### config.mk
export PLATFORM = sky130hd
export DESIGN_NAME = instr_fetch
export DESIGN_NICKNAME = d
export VERILOG_FILES = /design/src/rtl/fetch_pkg.sv /design/src/rtl/branch_lut.sv /design/src/rtl/instr_fetch.sv
export SDC_FILE = /design/constraint.sdc
export NUM_CORES = 1
export LEC_CHECK = 0
export ABC_AREA = 1
export CORE_ASPECT_RATIO = 0.7
export CORE_UTILIZATION = 25
export DETAILED_ROUTE_END_ITERATION = 6
export PLACE_DENSITY = 0.48
export SYNTH_ARGS = -nofsm -noshare
export SYNTH_HDL_FRONTEND = slang
export SYNTH_HIERARCHICAL = 1
export SYNTH_SLANG_ARGS = --single-unit
export TNS_END_PERCENT = 10
### constraint.sdc
create_clock -name Clk -period 4.55 [get_ports Clk]
set_input_delay 0.91 -clock Clk [delete_from_list [all_inputs] [get_ports Clk]]
set_output_delay 0.91 -clock Clk [all_outputs]
set_load 0.02 [all_outputs]
### src/rtl/fetch_pkg.sv
// Shared definitions for the instruction fetch unit: default widths,
// fetch FSM state type and the constant branch-target table used when
// the TARGET_LUT_EN build option is defined.
package fetch_pkg;

    localparam int unsigned IW_DEF    = 16;
    localparam int unsigned DW_DEF    = 9;
    localparam int unsigned LUT_DEPTH = 16;

    typedef enum logic [1:0] {
        IDLE   = 2'd0,
        RUN    = 2'd1,
        HALTED = 2'd2
    } state_t;

    // Absolute branch targets, selected by BranchField[3:0]
    localparam logic [IW_DEF-1:0] BRANCH_TARGETS [LUT_DEPTH] = '{
        16'h0000, 16'h0008, 16'h0020, 16'h0040,
        16'h0080, 16'h0100, 16'h0200, 16'h0400,
        16'h0800, 16'h1000, 16'h2000, 16'h4000,
        16'h8000, 16'hFFF0, 16'hFFFE, 16'hFFFF
    };

endpackage

### src/rtl/branch_lut.sv
// Combinational branch-target lookup table.
// Ports:
//   index  - 4-bit table index (low nibble of the branch operand)
//   target - IW-bit absolute branch target
module branch_lut
    import fetch_pkg::*;
#(
    parameter int unsigned IW = IW_DEF
) (
    input  logic [3:0]    index,
    output logic [IW-1:0] target
);

    always_comb begin
        target = IW'(BRANCH_TARGETS[index]);
    end

endmodule

### src/rtl/instr_fetch.sv
// Instruction fetch unit: PC sequencing, one-cycle bubble on taken
// branches, halt/restart control and a registered instruction output.
// Build option: TARGET_LUT_EN selects a constant target table indexed by
// BranchField[3:0]; otherwise the target is PcOut + sign-extended BranchField.
// Ports:
//   Clk, Reset     - clock, synchronous active-high reset
//   Start          - begin execution at address 0 (IDLE/HALTED only)
//   Stall          - freeze all state
//   Halt, BranchEn - decoder flags for the instruction in InstOut
//   Taken          - branch condition result
//   BranchField    - branch operand (LUT index or signed offset)
//   InstAddress    - fetch address to instruction memory (combinational)
//   InstIn         - instruction memory read data for InstAddress
//   InstOut        - registered instruction to the decoder
//   InstValid      - InstOut is a valid, in-path instruction
//   PcOut          - address of the instruction in InstOut
//   Done           - high while halted
module instr_fetch
    import fetch_pkg::*;
#(
    parameter int unsigned IW = IW_DEF,
    parameter int unsigned DW = DW_DEF
) (
    input  logic          Clk,
    input  logic          Reset,
    input  logic          Start,
    input  logic          Stall,
    input  logic          Halt,
    input  logic          BranchEn,
    input  logic          Taken,
    input  logic [7:0]    BranchField,
    output logic [IW-1:0] InstAddress,
    input  logic [DW-1:0] InstIn,
    output logic [DW-1:0] InstOut,
    output logic          InstValid,
    output logic [IW-1:0] PcOut,
    output logic          Done
);

    state_t        state;
    state_t        state_nxt;
    logic [IW-1:0] pc;
    logic [IW-1:0] pc_nxt;
    logic [IW-1:0] pcout_nxt;
    logic [DW-1:0] inst_nxt;
    logic          valid_nxt;
    logic [IW-1:0] target;
    logic          launch;
    logic          halt_go;
    logic          branch_go;
    logic          advance;

    // Event decode; Halt has priority over a taken branch, and both are
    // ignored while the presented instruction is a bubble.
    assign launch    = !Stall && (state == IDLE || state == HALTED) && Start;
    assign halt_go   = !Stall && (state == RUN) && InstValid && Halt;
    assign branch_go = !Stall && (state == RUN) && InstValid && BranchEn && Taken && !Halt;
    assign advance   = !Stall && (state == RUN);

`ifdef TARGET_LUT_EN
    logic [3:0] unused_field_hi;
    assign unused_field_hi = BranchField[7:4];

    branch_lut #(
        .IW(IW)
    ) u_branch_lut (
        .index (BranchField[3:0]),
        .target(target)
    );
`else
    // Relative target, wrapping modulo 2^IW
    assign target = PcOut + IW'($signed(BranchField));
`endif

    // State register
    always_ff @(posedge Clk) begin
        if (Reset) begin
            state <= IDLE;
        end else begin
            state <= state_nxt;
        end
    end

    // Next-state logic
    always_comb begin
        state_nxt = state;
        if (launch) begin
            state_nxt = RUN;
        end else if (halt_go) begin
            state_nxt = HALTED;
        end else if (state != IDLE && state != RUN && state != HALTED) begin
            state_nxt = IDLE;
        end
    end

    // Output and datapath next-value logic
    always_comb begin
        pc_nxt      = pc;
        pcout_nxt   = PcOut;
        inst_nxt    = InstOut;
        valid_nxt   = InstValid;
        InstAddress = pc;
        Done        = (state == HALTED);
        if (launch) begin
            // Restart fetches address 0 directly, regardless of the held PC
            InstAddress = '0;
            pc_nxt      = IW'(1);
            pcout_nxt   = '0;
            inst_nxt    = InstIn;
            valid_nxt   = 1'b1;
        end else if (halt_go) begin
            valid_nxt = 1'b0;
        end else if (branch_go) begin
            // Instruction fetched this cycle is wrong-path: drop it
            pc_nxt    = target;
            valid_nxt = 1'b0;
        end else if (advance) begin
            pc_nxt    = pc + IW'(1);
            pcout_nxt = pc;
            inst_nxt  = InstIn;
            valid_nxt = 1'b1;
        end
    end

    // Datapath registers
    always_ff @(posedge Clk) begin
        if (Reset) begin
            pc        <= '0;
            PcOut     <= '0;
            InstOut   <= '0;
            InstValid <= 1'b0;
        end else begin
            pc        <= pc_nxt;
            PcOut     <= pcout_nxt;
            InstOut   <= inst_nxt;
            InstValid <= valid_nxt;
        end
    end

endmodule
==> flow_summary_export.csv, run 1 <==
group,metric,value,unit
status,status,"finished, final reports clean",
floorplanning,dieArea,12900,um^2
cts,ctsResizeCount,0,
synth,synth_simple_gate_area_share,33.4,%
sta,rsz0062_at_grt,"false",
drt,drtPass1Iterations,5,
worst_setup_path,critPathMaxStageDelay,550,ps
cts,numCtsBuffers,5,
worst_setup_path,crit_chain,"clkdlybuf4s50_1 -> nor2_1 -> nand2_2 -> inv_2 -> nor2_1 -> clkdlybuf4s50_1",
sta,worst_hold_slack,525,ps
cts,clock_latency,290,ps
synth,synthArstFlopShare,0,%
place,place.gp.congestion,0.830,
drt,vias_per_cell,4.56,
global_routing,grt_overflow_total,0,
floorplanning,num_rows,33,
cts,cts_hold_buf,0,
sta,period_needed,3450,ps
drt,wirelength,9360,um
sta,final-hold-violation-count,0,
finish,layout_commonest_cell,"nand2_1",
floorplanning,ios,67,
finish,nNetsFinal,580,
sta,slew_viol_final,0,
sta,period_share,75.7,%
worst_setup_path,crit_path_start_kind,"primary input",
synth,syn-cell-area,3110,um^2
power,peakVddDrop,140,uV
worst_setup_path,timing_worst_setup_path_type,"in2out",
global_routing,grt_pass1_wl,14700,um
finish,regArea,881,um^2
sta,skew,7.52,ps
worst_setup_path,cp_top_family,"buffers and inverters",
finish,num_antenna_cells,0,
finish,fillers,1307,
synth,synth_fa_ha_area_share,7.09,%
synth,ys_ff_latch,44,
global_routing,grt_start_max_net_pins,33,
worst_setup_path,worstPathBufferInverterCount,3,
synth,synth_xor_area_share,3.95,%
floorplanning,start_util,26.1,%
global_routing,grtUsageTotal,14.9,%
worst_setup_path,cp-end-kind,"output pin",
cts,cts_setup_buffers,0,
sta,setup-tns-final,0,ps
finish,syn_to_final_growth,30.8,%
worst_setup_path,slowest_stage,"clkdlybuf4s50_1",
global_routing,grt_pass1_vias,2787,
floorplanning,coreArea,11900,um^2
floorplanning,die_h,95.3,um
synth,muxShareOfSynthArea,0,%
synth,netlist_instances,478,
drt,remaining_drc_errors,0,
place,dp_hpwl,7240,um
floorplanning,die_w,135,um
synth,synth_top_family_by_area,"simple AND/OR/NAND/NOR gates",
synth,synth_area_leaders,"dfxtp_1 28%, nand2_1 14%, a21oi_1 8.2%, nor2_1 7.9%, inv_1 7.3%",
synth,synthFlopType,"dfxtp_1",
drt,ant_nets,0,
cts,clockBufferDepth,2,
flow_run,cap_violations,0,
sta,setup_violations,0,
sta,fmaxAchievable,0.290,GHz
finish,multi_input_area,1890,um^2
finish,drive_gt1_share,5.74,%
synth,synth_top_cell_by_area,"dfxtp_1",
drt,wl_per_cell,13.4,um
sta,worstMarginPinSlew,961,ps
cts,clock_sinks,44,
finish,post-route-cell-area,4060,um^2
synth,syn_nets,519,
synth,postSynthAreaPerCell,6.50,um^2
cts,htreeDepth,2,
min_path,hold_class,"reg2reg",
power,p_leak,1.78,nW
worst_setup_path,critPathRequiredTime,3640,ps
drt,via_count,3175,
synth,synth_top_cell_area_share,28.4,%
synth,yosys_warnings,6,
global_routing,antenna_found_initial,0,
sta,relSlewSlack,35.7,%
cts,tritoncts,"built",
worst_setup_path,worstPathMaxFanout,20,
synth,synth_edf_count,0,
place,postPlaceCellArea,3880,um^2
worst_setup_path,cp.arrival,2540,ps
synth,seq_area_frac_synth,28.4,%
synth,synth_cell_type_count,38,
drt,drtIter0Drc,213,
cts,clock-root-buffer,"clkbuf_16",
cts,clk_pin_slew_worst_paths,70,ps
power,powerDensity,269,nW/um^2
finish,layout_common_cells,"112 x nand2_1, 66 x clkdlybuf4s50_1, 64 x nor2_1, 60 x inv_1, 51 x a21oi_1",
place,portBuffers,66,
synth,synth_compound_area_share,16.3,%
-- Yosys cell counts (4+ instances only) --
cell / n
buf_2: 4
o21ai_1: 11
dfxtp_1: 44
nand4_1: 5
nand3b_1: 5
nand3_1: 25
xor2_1: 11
ha_1: 16
nor2_1: 65
nor3_1: 5
nand2_1: 112
o21ai_2: 6
inv_1: 60
o21ai_0: 23
a21oi_1: 51
-- worst paths after layout --
path | slack [ps] | startpoint | end | cells past startpoint
setup / recovery | 1100 | Stall | InstAddress[13] | 6
hold / removal | 520 | InstOut[0]$_SDFFE_PP0P_ | InstOut[0]$_SDFFE_PP0P_ | 2
setup reg to reg | 2390 | state[0]$_SDFFE_PP0P_ | pc[8]$_SDFFE_PP0P_ | 7
hold reg to reg | 520 | InstOut[0]$_SDFFE_PP0P_ | InstOut[0]$_SDFFE_PP0P_ | 2
-- worst reg2reg max path, cell delays in order, from the launching register on --
cell and delay (ps):
dfxtp_1 420, nor2_1 80, nand2_2 100, inv_2 180
nor2_2 700, buf_4 360, o21ai_0 120, a31oi_1 140
-- sequential cells by signal, indices dropped and copies added, names as in the netlist --
signal,cells
state,2
PcOut,16
pc,16
InstValid,1
InstOut,9
-- routing by layer --
metal  vias to the layer above  share of wire, %  GRT usage, %
met1                      1420                55          23.1
met3                         5               5.9          3.24
met2                        91                38          20.5
met5                         -                 0             0
met4                         0              0.48          2.90
li1                       1659                 -             -
-- stage by stage --
| step | util, % | power (W) | instances | setup slack [ps] |
|---|---|---|---|---|
| global placement | 32.7 | 0.000661 | 689 | 1150 |
| CTS | 34.2 | 0.00111 | 697 | 1060 |
| floorplan | - | 0.000569 | 478 | 1880 |
| finish | 34.2 | 0.00109 | 697 | 1100 |
| detailed placement | 32.7 | 0.000662 | 689 | 1060 |
| global route | 34.2 | 0.00115 | 697 | 990 |
-- power by group --
part | internal, W | switching (W) | total [W]
sequential | 0.000406 | 0.0000180 | 0.000424
combinational | 0.0000960 | 0.000133 | 0.000229
clock | 0.000275 | 0.000166 | 0.000441
-- cells by family after synthesis --
family,Yosys count
buf+inv,78
fa+ha+maj,17
simple gates,230
compound gates,95
flops,44
xor+xnor,14
-- cell type report --
cell class / instances / area share, %
clock buffer: 6 / 3.42
clock inverter: 2 / 0.955
multi-input combinational: 356 / 46.5
inverter: 65 / 6.16
tap: 157 / 4.84
timing repair buffer: 67 / 16.4
sequential: 44 / 21.7
(Power assumes the default switching activity.)
==> run 2: changes to the inputs <==
clock period = 3.5 ns   (was 4.55 ns; I/O delays follow)
==> run 2 against run 1 <==
Register-to-register slack worse by 750 ps. Sequential cell count unchanged. Critical endpoint is now InstAddress[15]. Sequential power up 30%. Clock power up 7.9%. Largest power group is now registers. Final area shrank 0.62%. Clock skew increased by 1.4 ps. Combinational power increased by 31%. Routed wire length up 1.2%. Cell count is 0.14% higher. Clock-buffer cell count decreased by 1.
==> flow_summary_export.csv, run 2 (synthesized netlist as in run 1, its figures left out) <==
group,metric,value,unit
status,status,"finished, final reports clean",
finish,fillers,1295,
worst_setup_path,crit_start,"Stall",
finish,layout_commonest_cell,"nand2_1",
global_routing,grt_overflow_total,0,
cts,clock_sinks,44,
cts,clockBufferDepth,2,
drt,ant_nets,0,
cts,htreeDepth,2,
power,p_leak,1.77,nW
place,dp_hpwl,7290,um
drt,via_count,3184,
finish,multi_input_area,1890,um^2
finish,nNetsFinal,582,
floorplanning,dieArea,12900,um^2
sta,worstMarginPinSlew,462,ps
drt,vias_per_cell,4.56,
finish,layout_common_cells,"112 x nand2_1, 66 x clkdlybuf4s50_1, 64 x nor2_1, 60 x inv_1, 51 x a21oi_1",
worst_setup_path,r2r_cells,10,
finish,num_antenna_cells,0,
finish,syn_to_final_growth,30.0,%
sta,relSlewSlack,69.2,%
min_path,hold_class,"reg2reg",
worst_setup_path,reg2reg_slack,1640,ps
sta,period_needed,3050,ps
cts,clock-root-buffer,"clkbuf_16",
sta,setup_violations,0,
global_routing,antenna_found_initial,0,
floorplanning,coreArea,11900,um^2
worst_setup_path,critPathRequiredTime,2800,ps
floorplanning,die_w,135,um
finish,largestRegisters,"PcOut (16), pc (16), InstOut (9)",
worst_setup_path,crit_path_end,"InstAddress[15]",
global_routing,grtUsageTotal,15.1,%
cts,ctsResizeCount,0,
power,peakVddDrop,179,uV
global_routing,grt_start_max_net_pins,33,
cts,tritoncts,"built",
worst_setup_path,r2r-end,"pc[12]$_SDFFE_PP0P_",
worst_setup_path,cp.arrival,2350,ps
floorplanning,start_util,26.1,%
sta,rsz0062_at_grt,"false",
min_path,hold_start,"InstOut[1]$_SDFFE_PP0P_",
finish,drive_gt1_share,5.91,%
sta,period_share,87.2,%
floorplanning,ios,67,
sta,final-hold-violation-count,0,
place,place.gp.congestion,0.804,
cts,cts_setup_buffers,0,
drt,wirelength,9480,um
worst_setup_path,cp-end-kind,"output pin",
sta,slew_viol_final,0,
cts,numCtsBuffers,5,
power,powerDensity,328,nW/um^2
drt,wl_per_cell,13.6,um
global_routing,grt_pass1_wl,14900,um
sta,setup-tns-final,0,ps
sta,skew,8.97,ps
floorplanning,die_h,95.3,um
cts,clock_latency,300,ps
global_routing,grt_pass1_vias,2851,
cts,clk_pin_slew_worst_paths,60,ps
flow_run,cap_violations,0,
worst_setup_path,reg2reg_from,"PcOut[0]$_SDFFE_PP0P_",
drt,drtPass1Iterations,5,
worst_setup_path,worstPathMaxFanout,20,
drt,remaining_drc_errors,0,
sta,worst_hold_slack,521,ps
floorplanning,num_rows,33,
finish,regArea,881,um^2
drt,drtIter0Drc,203,
cts,cts_hold_buf,0,
place,portBuffers,66,
worst_setup_path,crit_path_start_kind,"primary input",
sta,fmaxAchievable,0.328,GHz
worst_setup_path,timing_worst_setup_path_type,"in2out",
-- run 2: cell type report --
| type | instances | share of cell area [%] |
|---|---|---|
| clock buffer | 5 | 3.10 |
| multi-input combinational | 356 | 46.8 |
| sequential | 44 | 21.8 |
| clock inverter | 2 | 0.310 |
| inverter | 65 | 6.20 |
| timing repair buffer | 69 | 16.9 |
| tap | 157 | 4.87 |
-- run 2: power breakdown --
group          internal, W  total [W]  switching, W
combinational     0.000126   0.000299      0.000174
clock             0.000260   0.000476      0.000216
sequential        0.000527   0.000550     0.0000226
-- run 2: worst min path at each step --
| stage | end | slack [ps] | depth (start not counted) |
|---|---|---|---|
| global route | InstOut[6]$_SDFFE_PP0P_ | 530 | 2 |
| global placement | pc[3]$_SDFFE_PP0P_ | 500 | 2 |
| finish | InstOut[1]$_SDFFE_PP0P_ | 520 | 2 |
| CTS | pc[3]$_SDFFE_PP0P_ | 520 | 2 |
| detailed placement | InstOut[4]$_SDFFE_PP0P_ | 500 | 2 |
| floorplan | PcOut[15]$_SDFFE_PP0P_ | 470 | 2 |
-- run 2: metal layers --
layer / global-route usage (%) / wire length (um) / vias up
met3: 2.98 / 576 / 10
met1: 23.6 / 5240 / 1436
met4: 3.93 / 87 / 0
li1: - / - / 1655
met2: 20.3 / 3570 / 83
met5: 0 / 0 / -
-- run 2: critical path: stages --
cell             delay (ps)
clkdlybuf4s50_1         420
nor2_1                  110
nand2_2                  90
inv_2                   360
nor2_1                  100
clkdlybuf4s50_1         550
-- run 2: stage by stage --
step | worst slack (ps) | std cells | utilization (%) | instance area [um^2] | total power, W
global route | 337 | 698 | 34.0 | 4040 | 0.00139
global placement | 525 | 691 | 32.8 | 3900 | 0.000858
finish | 449 | 698 | 34.0 | 4040 | 0.00133
detailed placement | 462 | 691 | 32.8 | 3900 | 0.000860
floorplan | 1250 | 478 | - | 3110 | 0.000739
CTS | 458 | 698 | 34.0 | 4040 | 0.00134
